$ cat config.mk
export PLATFORM = sky130hd
export DESIGN_NAME = imm_decoder
export DESIGN_NICKNAME = d
export VERILOG_FILES = /design/src/rtl/imm_decoder.sv
export SDC_FILE = /design/constraint.sdc
export NUM_CORES = 1
export LEC_CHECK = 0
export CAP_MARGIN = 10
export CORE_ASPECT_RATIO = 1.1
export CORE_MARGIN = 1.5
export CORE_UTILIZATION = 37
export DETAILED_ROUTE_END_ITERATION = 6
export HOLD_SLACK_MARGIN = 0.05
export PLACE_DENSITY = 0.61
export SYNTH_ARGS = -nofsm -noshare
export SYNTH_HDL_FRONTEND = slang
export SYNTH_SLANG_ARGS = --single-unit
$ cat constraint.sdc
create_clock -name clk -period 5.5 [get_ports clk]
set_input_delay 1.1 -clock clk [delete_from_list [all_inputs] [get_ports clk]]
set_output_delay 1.1 -clock clk [all_outputs]
set_load 0.01 [all_outputs]
$ cat src/rtl/imm_decoder.sv
// Immediate decoder: LEB128 (u32/s32/s64) or raw LE f32/f64 bytes into a 64-bit operand.
// done/trap arrive the cycle after the final byte; in_ready is held high throughout FETCH and in_valid gaps simply stall.
module imm_decoder #(
  parameter logic [2:0] TRAP_MALFORMED = 3'd4,
  parameter logic [2:0] TRAP_BADKIND   = 3'd5
) (
  input  logic        clk,
  input  logic        reset,
  input  logic        start,
  input  logic [2:0]  kind,
  input  logic [7:0]  in_data,
  input  logic        in_valid,
  output logic        in_ready,
  output logic [63:0] value,
  output logic        done,
  output logic        busy,
  output logic [2:0]  trap
);

  localparam logic [1:0] S_IDLE  = 2'd0;
  localparam logic [1:0] S_FETCH = 2'd1;
  localparam logic [1:0] S_DONE  = 2'd2;
  localparam logic [1:0] S_ERROR = 2'd3;

  localparam logic [2:0] K_U32 = 3'd0;
  localparam logic [2:0] K_S32 = 3'd1;
  localparam logic [2:0] K_S64 = 3'd2;
  localparam logic [2:0] K_F32 = 3'd3;
  localparam logic [2:0] K_F64 = 3'd4;

  logic [1:0]  state;
  logic [2:0]  kind_q;
  logic [3:0]  count;
  logic [5:0]  shift;
  logic [63:0] acc;

  logic        is_leb, is_signed, narrow, last_slot, byte_final, range_bad, bad_tail;
  logic [5:0]  shift_step;
  logic [63:0] contrib, acc_next, ext_mask, result;

  assign in_ready = (state == S_FETCH);
  assign busy     = (state == S_FETCH);

  always_comb begin
    is_leb     = (kind_q == K_U32) || (kind_q == K_S32) || (kind_q == K_S64);
    is_signed  = (kind_q == K_S32) || (kind_q == K_S64);
    narrow     = (kind_q == K_U32) || (kind_q == K_S32) || (kind_q == K_F32);
    shift_step = is_leb ? 6'd7 : 6'd8;

    if (is_leb)
      last_slot = (count == ((kind_q == K_S64) ? 4'd9 : 4'd4));
    else
      last_slot = (count == ((kind_q == K_F64) ? 4'd7 : 4'd3));

    // Raw kinds have no continuation bit: only the byte count ends them.
    byte_final = is_leb ? (!in_data[7] || last_slot) : last_slot;

    range_bad = 1'b0;
    case (kind_q)
      K_U32:   range_bad = (in_data[6:4] != 3'b000);
      K_S32:   range_bad = (in_data[6:4] != {3{in_data[3]}});
      K_S64:   range_bad = (in_data[6:1] != {6{in_data[0]}});
      default: range_bad = 1'b0;
    endcase
    bad_tail = is_leb && last_slot && (in_data[7] || range_bad);

    contrib  = is_leb ? ({57'd0, in_data[6:0]} << shift) : ({56'd0, in_data} << shift);
    acc_next = acc | contrib;

    // A shift of 64 or more (full-length s64) yields an empty mask.
    ext_mask = 64'd0;
    if (is_signed && in_data[6])
      ext_mask = ~64'd0 << ({1'b0, shift} + 7'd7);

    result = acc_next | ext_mask;
    if (narrow)
      result[63:32] = 32'd0;
  end

  always_ff @(posedge clk or posedge reset) begin
    if (reset) begin
      state  <= S_IDLE;
      kind_q <= K_U32;
      count  <= 4'd0;
      shift  <= 6'd0;
      acc    <= 64'd0;
      value  <= 64'd0;
      done   <= 1'b0;
      trap   <= 3'd0;
    end else begin
      done <= 1'b0;
      if (state == S_FETCH) begin
        if (in_valid) begin
          if (bad_tail) begin
            state <= S_ERROR;
            trap  <= TRAP_MALFORMED;
          end else if (byte_final) begin
            value <= result;
            done  <= 1'b1;
            state <= S_DONE;
          end else begin
            acc   <= acc_next;
            count <= count + 4'd1;
            shift <= shift + shift_step;
          end
        end
      end else if (start) begin
        if (kind <= K_F64) begin
          state  <= S_FETCH;
          kind_q <= kind;
          count  <= 4'd0;
          shift  <= 6'd0;
          acc    <= 64'd0;
          value  <= 64'd0;
          trap   <= 3'd0;
        end else begin
          state <= S_ERROR;
          trap  <= TRAP_BADKIND;
        end
      end
    end
  end

endmodule

==> results.md <==
- Crit path capture type: flop
- Routed length per instance: 23.0 µm
- Vias: 6789
- Max Cap Viol: 0
- Die Height: 155 µm
- Post-synth EDFFs: 0
- # DRC: 0
- Max VDD drop: 328 µV
- Net Count, Synth: 771
- Pwr Total: 6.22 mW
- Antenna cell count: 0
- Ys async rst share: 100%
- Final instance area: 9350 µm²
- Req. time, crit path: 5.79 ns
- Setup TNS: 0 ns
- Fillers: 1933
- Relative slew slack: 28.9%
- Syn Area/Cell: 10.4 µm²
- Area Growth Syn to Fin: 20.5%
- Final Max Slew Viols: 0
- Yosys cell types: 68
- Time the worst path needs with I/O delays and setup: 3.74 ns
- CTS H-tree lvls: 4
- Clock transition at the registers of the reported paths: 0.06 ns
- Critical path's largest stage delay: 0.57 ns
- Clk sinks: 146
- Seq/Total Area, Yosys: 47.1%
- Drt initial violations: 758
- DR pass1 iterations: 5
- Largest net degree at the start of global routing: 83
- Most area-hungry cell type in the Yosys netlist: dfrtp_1
- Final-report hold violation count: 0
- Final setup fails: 0
- Slowest CP cell: or4_1
- Area occupied by multi-input gates: 3730 µm²
- Yosys warns: 0
- GRT Util Overall: 23.3%
- First-pass GRT wire length: 39100 µm
- Post-synthesis register bit count: 146
- HP Class: reg -> reg
- Placed Area: 8740 µm²
- Starting Density: 37.7%
- Layout cell share with drive strength beyond 1: 9.00%
- Logic gate share of total power: 53.2%
- Final worst path period share: 68.0%
- Root buffer cell: clkbuf_16
- GP Congestion: 0.899
- Count leader, synth: dfrtp_1
- Switching share of power: 45.4%
- Gr ovfl total: 0
- P_int: 3.39 mW
- Status: finished, final reports clean
- DRT Wirelength: 24800 µm
- Critical Path Source Type: primary input
- Routed Antenna Nets: 0
- Top FF cell, synth: dfrtp_1
- Syn Inst Count: 746
- Switching pwr: 2.82 mW
- DP HPWL: 16900 µm
- CTS max path bufs: 2
- Chip width: 141 µm
- Critical path arrival: 4.03 ns
- Postcts setup bufs: 0
- Die footprint: 21800 µm²
- Share of the synthesized area in the top cell type: 47.1%
- RSZ-0062 raised after global routing: no
- Worst-Margin Slew: 1.06 ns
- Cts hold-fix bufs: 0
- Vias per cell: 6.30
- Pleak: 3.87 nW
- Layout Skew: 0.00705 ns
- I/O Pins: 85
- Core outline area: 20600 µm²
- Clock power share: 19.2%
- Commonest cells in the netlist: dfrtp_1 (146), o2bb2ai_1 (62), nand2_1 (59)
- Num CTS Buffers: 17
- Clock Latency Late Sink: 0.42 ns
- Initial antenna violation count: 0
- PostCTS Resize Cnt: 0
- Placed Instances: 1046
- Std-Cell Rows: 55
- Port Buf Inserts: 83
- Reg area: 3650 µm²
- TritonCTS clock tree: built
- Main area contributors after synthesis: dfrtp_1 (47%), o2bb2ai_1 (7.0%), a22o_1 (5.5%)
- Vias in the first global route: 6567
- CP Class: in -> reg
- Final non-filler cell total: 1078
- Sequential power share: 27.6%
- CP max FO: 37
- Fin nets: 834
- Worst-path cell chain: clkdlybuf4s50_1 > or4_1 > nor3_1 > o211a_1 > o31a_1 > o21ai_4 > buf_4 > o2bb2ai_1
- Synth Cell Area: 7750 µm²
- Fmax achieved: 267 MHz
- Pwr/cell area: 665 nW/µm²
-- state kept, by name (all words and copies together), names as in the netlist --
| signal | flops |
|---|---|
| done | 1 |
| kind_q | 3 |
| acc | 64 |
| shift | 6 |
| count | 4 |
| state | 2 |
| value | 64 |
| trap | 2 |
-- cell usage in the layout, fill, tap and decap left out, drive strengths merged, types with 7 or more instances in the layout --
master / count
a221oi: 32
a211oi: 19
nor2: 40
clkbuf: 22
a22o: 49
o21ai: 40
ha: 9
a32o: 10
and2: 9
clkdlybuf4s50: 83
mux2: 7
inv: 18
a31oi: 7
nand2b: 9
a21oi: 28
nand2: 60
buf: 17
nand3: 13
nor2b: 11
o2bb2ai: 62
dfrtp: 146
mux2i: 9
nor3: 22
-- final cells by class --
cell class | instances | area share, %
multi-input combinational | 525 | 39.9
sequential | 146 | 39.1
clock buffer | 22 | 5.18
tap | 256 | 3.43
clock inverter | 10 | 1.31
inverter | 19 | 0.817
timing repair buffer | 100 | 10.3
-- logic make-up after synthesis --
logic type	count (synthesis)	synth area share, %
buffers and inverters	75	4.83
AND/OR/NAND/NOR	187	11.8
adder cells (fa/ha/maj)	10	1.71
other	1	0.0484
XOR/XNOR	8	0.904
flip-flops	146	47.1
AO/OA/AOI/OAI	300	30.5
multiplexers	19	3.10
-- layer usage --
layer | global-route usage (%) | share of wire (%)
met3 | 4.12 | 5.5
met5 | 0 | 0
met1 | 33.3 | 47
met4 | 6.99 | 2.4
met2 | 35.9 | 45
-- power groups by stage --
stage,logic [mW],clock network (mW),registers (mW)
2_1_floorplan,2.09,0,1.72
3_3_place_gp,3.22,0,1.73
3_5_place_dp,3.24,0,1.72
4_1_cts,3.26,1.20,1.71
5_1_grt,3.54,1.25,1.76
6_report,3.31,1.19,1.71
-- path summary, 6_finish.rpt --
kind	startpoint	endpoint	slack, ns	depth (start not counted)
setup / recovery	in_data[5]	value[27]	1.76	8
hold / removal	acc[46]	acc[46]	0.48	2
setup reg to reg	shift[2]	value[53]	1.80	8
hold reg to reg	acc[46]	acc[46]	0.48	2
max in group asynchronous	reset	acc[21]	3.36	3
min in group asynchronous	reset	value[60]	1.19	2
-- worst max-delay path, delay by kind of cell --
kind,cells,cell delay (ns)
buffers and inverters,2,0.90
AND/OR/NAND/NOR,2,0.73
AO/OA/AOI/OAI,4,1.28
-- stage by stage --
stage	util [%]	hold slack, ns	setup slack [ns]
2_1_floorplan	-	0.439	0.477
3_3_place_gp	42.5	0.450	1.39
3_5_place_dp	42.5	0.463	1.35
4_1_cts	45.4	0.476	1.78
5_1_grt	45.4	0.497	1.55
6_report	45.4	0.479	1.76
Note: power is estimated with default switching activity, not from simulation.
